<file path="config.mk">
export PLATFORM = sky130hd
export DESIGN_NAME = idmem_arbiter
export DESIGN_NICKNAME = d
export VERILOG_FILES = /design/src/rtl/idmem_arb_pkg.sv /design/src/rtl/idmem_rr_pick.sv /design/src/rtl/idmem_arbiter.sv
export SDC_FILE = /design/constraint.sdc
export NUM_CORES = 1
export LEC_CHECK = 0
export BUFFER_PORTS_ARGS = -buffer_cell sky130_fd_sc_hd__buf_4
export CELL_PAD_IN_SITES_DETAIL_PLACEMENT = 1
export CELL_PAD_IN_SITES_GLOBAL_PLACEMENT = 1
export CORE_MARGIN = 2
export CORE_UTILIZATION = 38
export DETAILED_ROUTE_END_ITERATION = 16
export GPL_TIMING_DRIVEN = 0
export PLACE_DENSITY_LB_ADDON = 0.1
export SLEW_MARGIN = 10
export SYNTH_ARGS = -nofsm -noshare
export SYNTH_HDL_FRONTEND = slang
export SYNTH_SLANG_ARGS = --single-unit
</file>
<file path="constraint.sdc">
create_clock -name CLK -period 6.1 [get_ports CLK]
set_clock_uncertainty 0.05 [all_clocks]
set_input_delay 0.305 -clock CLK [delete_from_list [all_inputs] [get_ports CLK]]
set_output_delay 0.305 -clock CLK [all_outputs]
set_load 0.02 [all_outputs]
</file>
<file path="src/rtl/idmem_arb_pkg.sv">
// ============================================================================
// Module : idmem_arb_pkg
// Brief  : Shared encodings for the IDMem arbiter (FSM states, owner IDs).
// Rev    : 1.0 - initial release
// ============================================================================
`default_nettype none

package idmem_arb_pkg;

    localparam logic [1:0] ST_IDLE   = 2'd0;
    localparam logic [1:0] ST_ACCESS = 2'd1;
    localparam logic [1:0] ST_DONE   = 2'd2;

    localparam logic OWN_IF = 1'b0;
    localparam logic OWN_DM = 1'b1;

endpackage : idmem_arb_pkg

`default_nettype wire

</file>
<file path="src/rtl/idmem_rr_pick.sv">
// ============================================================================
// Module : idmem_rr_pick
// Brief  : Two-way round-robin pick between fetch and data requests.
// Rev    : 1.0 - initial release
// ============================================================================
`default_nettype none

module idmem_rr_pick
    import idmem_arb_pkg::*;
(
    input  logic if_req,
    input  logic dm_req,
    input  logic last_gnt,
    output logic gnt_valid,
    output logic gnt_owner
);

    always_comb begin
        gnt_valid = if_req | dm_req;
        gnt_owner = OWN_IF;
        if (if_req && dm_req) begin
            // On a tie the side that did not go last wins.
            gnt_owner = (last_gnt == OWN_IF) ? OWN_DM : OWN_IF;
        end else if (dm_req) begin
            gnt_owner = OWN_DM;
        end
    end

endmodule : idmem_rr_pick

`default_nettype wire

</file>
<file path="src/rtl/idmem_arbiter.sv">
// ============================================================================
// Module : idmem_arbiter
// Brief  : Round-robin sequencer sharing one IDMem port between IF and DM.
// Rev    : 1.0 - initial release
// ============================================================================
`default_nettype none

module idmem_arbiter
    import idmem_arb_pkg::*;
#(
    parameter int ACCESS_CYCLES = 1,
    parameter int AW            = 32,
    parameter int DW            = 32
) (
    input  logic          CLK,
    input  logic          nRST,
    input  logic          if_req,
    input  logic [AW-1:0] if_addr,
    output logic          if_ack,
    output logic [DW-1:0] if_rdata,
    input  logic          dm_req,
    input  logic          dm_we,
    input  logic [AW-1:0] dm_addr,
    input  logic [DW-1:0] dm_wd,
    output logic          dm_ack,
    output logic [DW-1:0] dm_rdata,
    output logic          mem_we,
    output logic [AW-1:0] mem_addr,
    output logic [DW-1:0] mem_wd,
    input  logic [DW-1:0] mem_dout,
    output logic          busy
);

    localparam logic [3:0] c_CNT_LOAD = 4'(ACCESS_CYCLES - 1);
    localparam logic       c_SINGLE   = (ACCESS_CYCLES == 1);

    logic [1:0]    r_state;
    logic [1:0]    w_next_state;
    logic [3:0]    r_cnt;
    logic          r_owner;
    logic          r_last_gnt;
    logic          r_we;
    logic          r_mem_we;
    logic [AW-1:0] r_mem_addr;
    logic [DW-1:0] r_mem_wd;
    logic [DW-1:0] r_if_rdata;
    logic [DW-1:0] r_dm_rdata;
    logic          w_gnt_valid;
    logic          w_gnt_owner;
    logic          w_grant;
    logic          w_gnt_dm_store;

    idmem_rr_pick u_pick (
        .if_req    (if_req),
        .dm_req    (dm_req),
        .last_gnt  (r_last_gnt),
        .gnt_valid (w_gnt_valid),
        .gnt_owner (w_gnt_owner)
    );

    assign w_grant        = (r_state == ST_IDLE) && w_gnt_valid;
    assign w_gnt_dm_store = (w_gnt_owner == OWN_DM) && dm_we;

    always_ff @(posedge CLK or negedge nRST) begin
        if (!nRST) begin
            r_state <= ST_IDLE;
        end else begin
            r_state <= w_next_state;
        end
    end

    always_comb begin
        w_next_state = r_state;
        case (r_state)
            ST_IDLE:   if (w_gnt_valid) w_next_state = ST_ACCESS;
            ST_ACCESS: if (r_cnt == 4'd0) w_next_state = ST_DONE;
            ST_DONE:   w_next_state = ST_IDLE;
            default:   w_next_state = ST_IDLE;
        endcase
    end

    always_comb begin
        busy   = (r_state == ST_ACCESS) || (r_state == ST_DONE);
        if_ack = (r_state == ST_DONE) && (r_owner == OWN_IF);
        dm_ack = (r_state == ST_DONE) && (r_owner == OWN_DM);
    end

    always_ff @(posedge CLK or negedge nRST) begin
        if (!nRST) begin
            r_cnt      <= 4'd0;
            r_owner    <= OWN_IF;
            r_last_gnt <= OWN_IF;
            r_we       <= 1'b0;
            r_mem_we   <= 1'b0;
            r_mem_addr <= '0;
            r_mem_wd   <= '0;
            r_if_rdata <= '0;
            r_dm_rdata <= '0;
        end else if (w_grant) begin
            r_owner    <= w_gnt_owner;
            r_last_gnt <= w_gnt_owner;
            r_we       <= w_gnt_dm_store;
            r_mem_addr <= (w_gnt_owner == OWN_DM) ? dm_addr : if_addr;
            r_mem_wd   <= (w_gnt_owner == OWN_DM) ? dm_wd : '0;
            // Single-cycle windows write in the very first ACCESS cycle.
            r_mem_we   <= w_gnt_dm_store && c_SINGLE;
            r_cnt      <= c_CNT_LOAD;
        end else if (r_state == ST_ACCESS) begin
            if (r_cnt != 4'd0) begin
                r_cnt    <= r_cnt - 4'd1;
                r_mem_we <= r_we && (r_cnt == 4'd1);
            end else begin
                r_mem_we <= 1'b0;
                if (!r_we) begin
                    if (r_owner == OWN_DM) begin
                        r_dm_rdata <= mem_dout;
                    end else begin
                        r_if_rdata <= mem_dout;
                    end
                end
            end
        end
    end

    assign mem_we   = r_mem_we;
    assign mem_addr = r_mem_addr;
    assign mem_wd   = r_mem_wd;
    assign if_rdata = r_if_rdata;
    assign dm_rdata = r_dm_rdata;

endmodule : idmem_arbiter

`default_nettype wire

</file>
==> results.py, run 1 <==
metrics = {
    "status": {
        "status": "completed",
    },
    "timing": {
        "fin_crit_ps": 2331,
        "setup_viol": 0,
        "rsz0062_at_grt": "false",
        "fin_crit_sh_pct": 38.21,
        "report.final.slew_viol_count": 0,
        "worst_slew_pin_slew_ps": 664.0,
        "fmax_ghz": 0.4290,
        "tns_ps": 0,
        "worst_slew_margin_rel_pct": 55.73,
        "hold_viol": 0,
        "postLayoutSetupSlackWorst_ps": 3769,
    },
    "finish": {
        "diodes": 0,
        "area_growth_pct": 51.37,
        "drive_above_1_share_pct": 52.85,
        "utilization_pct": 58.19,
        "nets": 828,
    },
    "clocking": {
        "tritoncts": "done",
        "post-cts-setup-buffer-count": 0,
        "cts_resized": 0,
        "clk_latency_ps": 410,
        "cts_hold_buf": 1,
        "cts_sinks": 137,
        "htreeDepth": 4,
        "cts_buffers": 17,
        "cts-root-buf": "clkbuf_16",
        "clk_pin_slew_ps": 60,
        "ctsLongestPathBuffers": 2,
    },
    "synthesis": {
        "syn_nets": 543,
        "synth-edff-count": 0,
        "ys.flop_type": "dfrtp_1",
        "syn_inst": 404,
        "avgSynthCellArea_um2": 13.67,
        "synth_cell_types": 36,
        "async_flop_share_pct": 100.0,
        "seq_area_frac_synth_pct": 62.06,
        "ys_seq_elements": 137,
        "synth_warnings": 0,
        "synth_area_um2": 5524,
    },
    "die": {
        "die_area_um2": 15520,
        "die_h_um": 124.6,
        "rows": 44,
        "core_um2": 14370,
        "ios": 265,
        "start_util_pct": 38.44,
        "fp.dieW_um": 124.6,
    },
    "drt": {
        "drc": 0,
        "via_per_inst": 4.990,
        "drt_iter0_drc": 89,
        "wl_per_cell_um": 17.98,
        "dr_total_vias": 4421,
        "wirelength_mm": 15.93,
        "postRouteAntennaNets": 0,
        "drt-pass1-iter-count": 4,
    },
    "critical_path": {
        "r2r-end": "dm_rdata[25]$_DFFE_PN0P_",
        "cp-end-kind": "flip-flop",
        "timing.rr.start": "r_cnt[0]$_DFFE_PN0P_",
        "crit_start": "r_cnt[0]$_DFFE_PN0P_",
        "cp.depth": 6,
        "critPathBufInv": 2,
        "critPathTopFamily": "simple AND/OR/NAND/NOR gates",
        "path_class": "flip-flop to flip-flop",
        "crit_arrival_ps": 2570,
        "slowest_stage": "nor4_4",
        "startpoint_type": "flip-flop",
        "ff2ff_setup_slack_ps": 3770,
        "endpoint": "dm_rdata[25]$_DFFE_PN0P_",
        "cp_cell_sequence": "inv_1 -> ha_1 -> or3b_4 -> nor4_4 -> buf_6 -> mux2_2",
        "cp_slowest_stage_delay_ps": 460,
        "worstRegToRegCells": 6,
        "critical_path_required_ps": 6340,
        "crit_path_max_fanout": 10,
    },
    "placement": {
        "place_congestion": 0.7480,
        "io_buffers": 264,
        "pre_cts_slack_ps": 3747,
        "dp_hpwl_mm": 12.11,
    },
    "global_routing": {
        "gr-usage-met2_pct": 36.93,
        "grt_pass1_wl_mm": 25.83,
        "antenna_found_initial": 0,
        "gr-max-usage-layer": "met2",
        "grt_use_total_pct": 21.20,
        "grt_pass1_vias": 4884,
        "grt_overflow": 0,
        "use_met3_pct": 7.861,
        "met1_usage_pct": 23.36,
        "grt_max_degree": 70,
    },
    "power_and_ir_drop": {
        "powerDensity_nw_per_um2": 569.9,
        "irDropWorstVdd_v": 0.0002332,
        "p_leak_nw": 4.157,
    },
    "run": {
        "drv_cap": 0,
    },
    "min_path": {
        "holdCritPathClass": "primary input to flip-flop",
        "hp-start": "dm_wd[11]",
    },
}
registers in the layout, summed over array words and instances (netlist names):
register and count:
r_last_gnt 1, r_state 2, r_cnt 4, mem_wd 32, mem_we 1, dm_rdata 32, mem_addr 32, r_we 1
if_rdata 32
per-layer routing:
layer	vias to the layer above	wire length (um)
li1	2019	-
met1	2208	5999
met2	166	8208
met3	28	1310
met4	0	414
met5	-	0
area by class of cell:
cell class | instances | area, um2
Sequential cell | 137 | 3428
Inverter | 5 | 18.77
Multi-Input combinational cell | 237 | 1948
Buffer | 25 | 128.9
Tap cell | 184 | 230.2
Clock buffer | 24 | 491.7
Clock inverter | 8 | 92.59
Timing Repair Buffer | 266 | 2023
Fill cell | 1490 | 6007
cells in the mapped netlist (2+ instances only):
master | number | area share, %
nand2_1 | 35 | 2.4
a22o_1 | 33 | 5.2
buf_2 | 10 | 0.91
mux2_2 | 60 | 12
nand2b_1 | 2 | 0.23
o21ai_0 | 34 | 3.1
a21oi_1 | 5 | 0.45
buf_6 | 3 | 0.61
dfrtp_1 | 137 | 62
mux2i_1 | 33 | 6.0
ha_1 | 6 | 1.4
clkbuf_1 | 11 | 0.75
and2_1 | 2 | 0.23
or3_1 | 2 | 0.23
inv_1 | 5 | 0.34
nand3_1 | 3 | 0.27
mux2_1 | 4 | 0.82
how the worst min path moves through the flow:
| stage | depth (start not counted) | slack (ps) | endpoint |
|---|---|---|---|
| 5_1_grt | 2 | 40 | mem_wd[26]$_DFFE_PN0P_ |
| 3_3_place_gp | 2 | 420 | mem_addr[27]$_DFFE_PN0P_ |
| 3_5_place_dp | 1 | 310 | dm_rdata[9]$_DFFE_PN0P_ |
| 2_1_floorplan | 0 | -40 | dm_rdata[0]$_DFFE_PN0P_ |
| 4_1_cts | 2 | 40 | mem_wd[27]$_DFFE_PN0P_ |
| 6_report | 2 | 50 | mem_wd[11]$_DFFE_PN0P_ |
logic make-up after synthesis:
family                     after synthesis  synth area share [%]
DFF                                    137                 62.06
AOI/OAI and AO/OA                       81                 9.966
muxes                                   97                 19.03
adders and majority gates                6                 1.359
buffers and inverters                   30                 2.673
and+or+nand+nor                         53                 4.915
cells in the final DEF, fill, tap and decap left out, types with 2 or more instances in the layout:
master     count
dfrtp_1      137
nand3_1        3
o21ai_0       34
mux2i_1       33
or3_1          2
mux2_1         4
clkbuf_16     17
buf_4        263
clkbuf_8       4
ha_1           6
buf_6          4
a21oi_1        5
mux2_2        60
inv_1          5
clkbuf_1      14
clkinv_2       5
a22o_1        33
bufinv_16      2
nand2b_1       2
buf_2         10
nand2_1       35
and2_1         2
metrics by stage:
step / cells / total power [mW] / hold WS (ps) / area [um2]
floorplan: 404 / 2.769 / -40.59 / 5524
global route: 886 / 5.042 / 39.07 / 8362
global placement: 852 / 3.705 / 418.0 / 7736
finish: 886 / 4.765 / 53.68 / 8362
CTS: 886 / 4.836 / 36.81 / 8362
detailed placement: 853 / 3.797 / 307.1 / 7767
where the power goes:
part / leakage [nW] / internal [mW] / switching (mW)
combinational: 2.18 / 0.991 / 1.18
sequential: 1.68 / 1.34 / 0.242
clock: 0.290 / 0.642 / 0.373
total: 4.16 / 2.97 / 1.80
Note: power is estimated with default switching activity, not from simulation.
==> run 2, diff against run 1 <==
Settings changed: CORE_UTILIZATION 38 to 35.
Clock period 6.1 ns to 2.15 ns, I/O delays scaled along.
==> results.py, run 2 (synthesis gave the netlist of run 1 again) <==
metrics = {
    "status": {
        "status": "finished with violations",
        "violations": "setup timing",
    },
    "power_and_ir_drop": {
        "irDropWorstVdd_v": 0.0006535,
        "p_leak_nw": 4.813,
        "powerDensity_nw_per_um2": 1421,
    },
    "min_path": {
        "hold_depth": 3,
        "hp-start": "if_addr[8]",
        "min_to": "mem_addr[8]$_DFFE_PN0P_",
        "holdCritPathClass": "primary input to flip-flop",
    },
    "drt": {
        "postRouteAntennaNets": 0,
        "drt_iter0_drc": 194,
        "drc": 0,
        "drt-pass1-iter-count": 4,
        "wl_per_cell_um": 19.51,
        "via_per_inst": 4.824,
        "wirelength_mm": 20.50,
        "dr_total_vias": 5070,
    },
    "critical_path": {
        "timing.rr.start": "r_cnt[0]$_DFFE_PN0P_",
        "critical_path_required_ps": 2400,
        "crit_arrival_ps": 2440,
        "cp_slowest_stage_delay_ps": 420,
        "startpoint_type": "flip-flop",
        "path_class": "flip-flop to flip-flop",
        "worstRegToRegCells": 7,
        "cp-end-kind": "flip-flop",
        "cp_cell_sequence": "inv_2 -> ha_4 -> or3b_4 -> nor4_4 -> buf_6 -> clkbuf_16 -> mux2_2",
        "critPathTopFamily": "simple AND/OR/NAND/NOR gates",
        "critPathBufInv": 3,
        "crit_path_max_fanout": 7,
        "slowest_stage": "dfrtp_1",
        "r2r-end": "dm_rdata[26]$_DFFE_PN0P_",
        "ff2ff_setup_slack_ps": -30,
    },
    "placement": {
        "place_congestion": 0.7651,
        "io_buffers": 264,
        "dp_hpwl_mm": 12.11,
        "pre_cts_slack_ps": -217.2,
    },
    "clocking": {
        "ctsLongestPathBuffers": 2,
        "cts_sinks": 137,
        "clk_pin_slew_ps": 60,
        "tritoncts": "done",
        "cts-root-buf": "clkbuf_16",
        "cts_buffers": 17,
        "clk_latency_ps": 420,
        "htreeDepth": 4,
    },
    "global_routing": {
        "grt_pass1_vias": 5580,
        "grt_overflow": 0,
        "antenna_found_initial": 1,
        "grt_max_degree": 72,
        "grt_pass1_wl_mm": 30.46,
        "grt_use_total_pct": 23.93,
    },
    "die": {
        "die_area_um2": 16800,
        "core_um2": 15310,
        "start_util_pct": 36.07,
        "rows": 45,
        "fp.dieW_um": 129.6,
        "die_h_um": 129.6,
        "ios": 265,
    },
    "timing": {
        "fin_crit_sh_pct": 101.6,
        "rsz0062_at_grt": "true",
        "postLayoutSetupSlackWorst_ps": -34.22,
        "worst_slew_margin_rel_pct": 55.64,
        "report.final.slew_viol_count": 0,
        "holdWs_ps": 5.954,
        "hold_viol": 0,
        "setup_viol": 16,
        "fmax_ghz": 0.4578,
        "worst_slew_pin_slew_ps": 665.4,
        "fin_crit_ps": 2184,
    },
    "finish": {
        "drive_above_1_share_pct": 46.96,
        "seqCellArea_um2": 3428,
        "final_cell_mix": "269 x buf_4, 137 x dfrtp_1, 130 x dlygate4sd3_1, 42 x mux2_2, 35 x nand2_1",
        "nets": 966,
        "multi_input_area_um2": 2049,
        "final_common_cell": "buf_4",
        "area_growth_pct": 78.75,
        "fillerInstances": 1540,
    },
    "run": {
        "drv_cap": 0,
    },
}
run 2: power by group:
part	internal [mW]	switching, mW
sequential	3.79	0.761
combinational	3.25	3.58
clock	1.55	1.10
total	8.59	5.44
run 2: worst reg2reg max path, cell delays in order (launching register included):
cell and delay, ps:
dfrtp_1 420, inv_2 100, ha_4 130, or3b_4 400, nor4_4 240, buf_6 220, clkbuf_16 180, mux2_2 330
run 2: through the flow:
step / utilization [%] / setup TNS [ps] / instances / power [mW] / instance area, um2
floorplan: - / 0 / 404 / 7.855 / 5524
global placement: 50.74 / -5605 / 879 / 10.51 / 7770
detailed placement: 50.94 / -9597 / 880 / 10.75 / 7801
CTS: 63.03 / 0 / 1042 / 13.64 / 9653
global route: 64.48 / -2689 / 1051 / 14.78 / 9874
finish: 64.48 / -222.1 / 1051 / 14.03 / 9874
run 2: how the worst max path moves through the flow:
stage	startpoint	to	slack, ps	cells after the start
2_1_floorplan	r_cnt[0]$_DFFE_PN0P_	dm_rdata[10]$_DFFE_PN0P_	70	6
3_3_place_gp	r_cnt[0]$_DFFE_PN0P_	dm_rdata[3]$_DFFE_PN0P_	-160	6
3_5_place_dp	r_cnt[0]$_DFFE_PN0P_	dm_rdata[9]$_DFFE_PN0P_	-220	6
4_1_cts	r_cnt[0]$_DFFE_PN0P_	dm_rdata[9]$_DFFE_PN0P_	10	7
5_1_grt	r_cnt[0]$_DFFE_PN0P_	dm_rdata[16]$_DFFE_PN0P_	-120	7
6_report	r_cnt[0]$_DFFE_PN0P_	dm_rdata[26]$_DFFE_PN0P_	-30	7
run 2: repair_timing:
| action | in CTS | in global routing |
|---|---|---|
| setup buffers | 1 | 6 |
| resized for setup | 5 | 43 |
| gates cloned | 0 | 2 |
| hold buffers | 130 | 0 |
| setup endpoints to repair | 110 | 117 |
| pin swaps | 1 | 2 |
| endpoints found under the hold margin | 195 | 0 |
run 2: layout make-up:
class                      count  area share, %
clock inverter                 8         0.4815
clock buffer                  23          4.840
multi-input combinational    237          20.76
antenna                        1        0.02534
sequential                   137          34.72
tap                          211          2.674
buffer                        25          1.673
inverter                       5         0.1901
timing repair buffer         404          34.64
run 2: layer usage:
metal  vias to the layer above  track usage [%]  part of all wire [%]
met2                       188            41.67                    52
li1                       2294                -                     -
met4                         0            9.994                   2.3
met1                      2552            27.75                    40
met5                         -                0                     0
met3                        36            6.689                   5.9
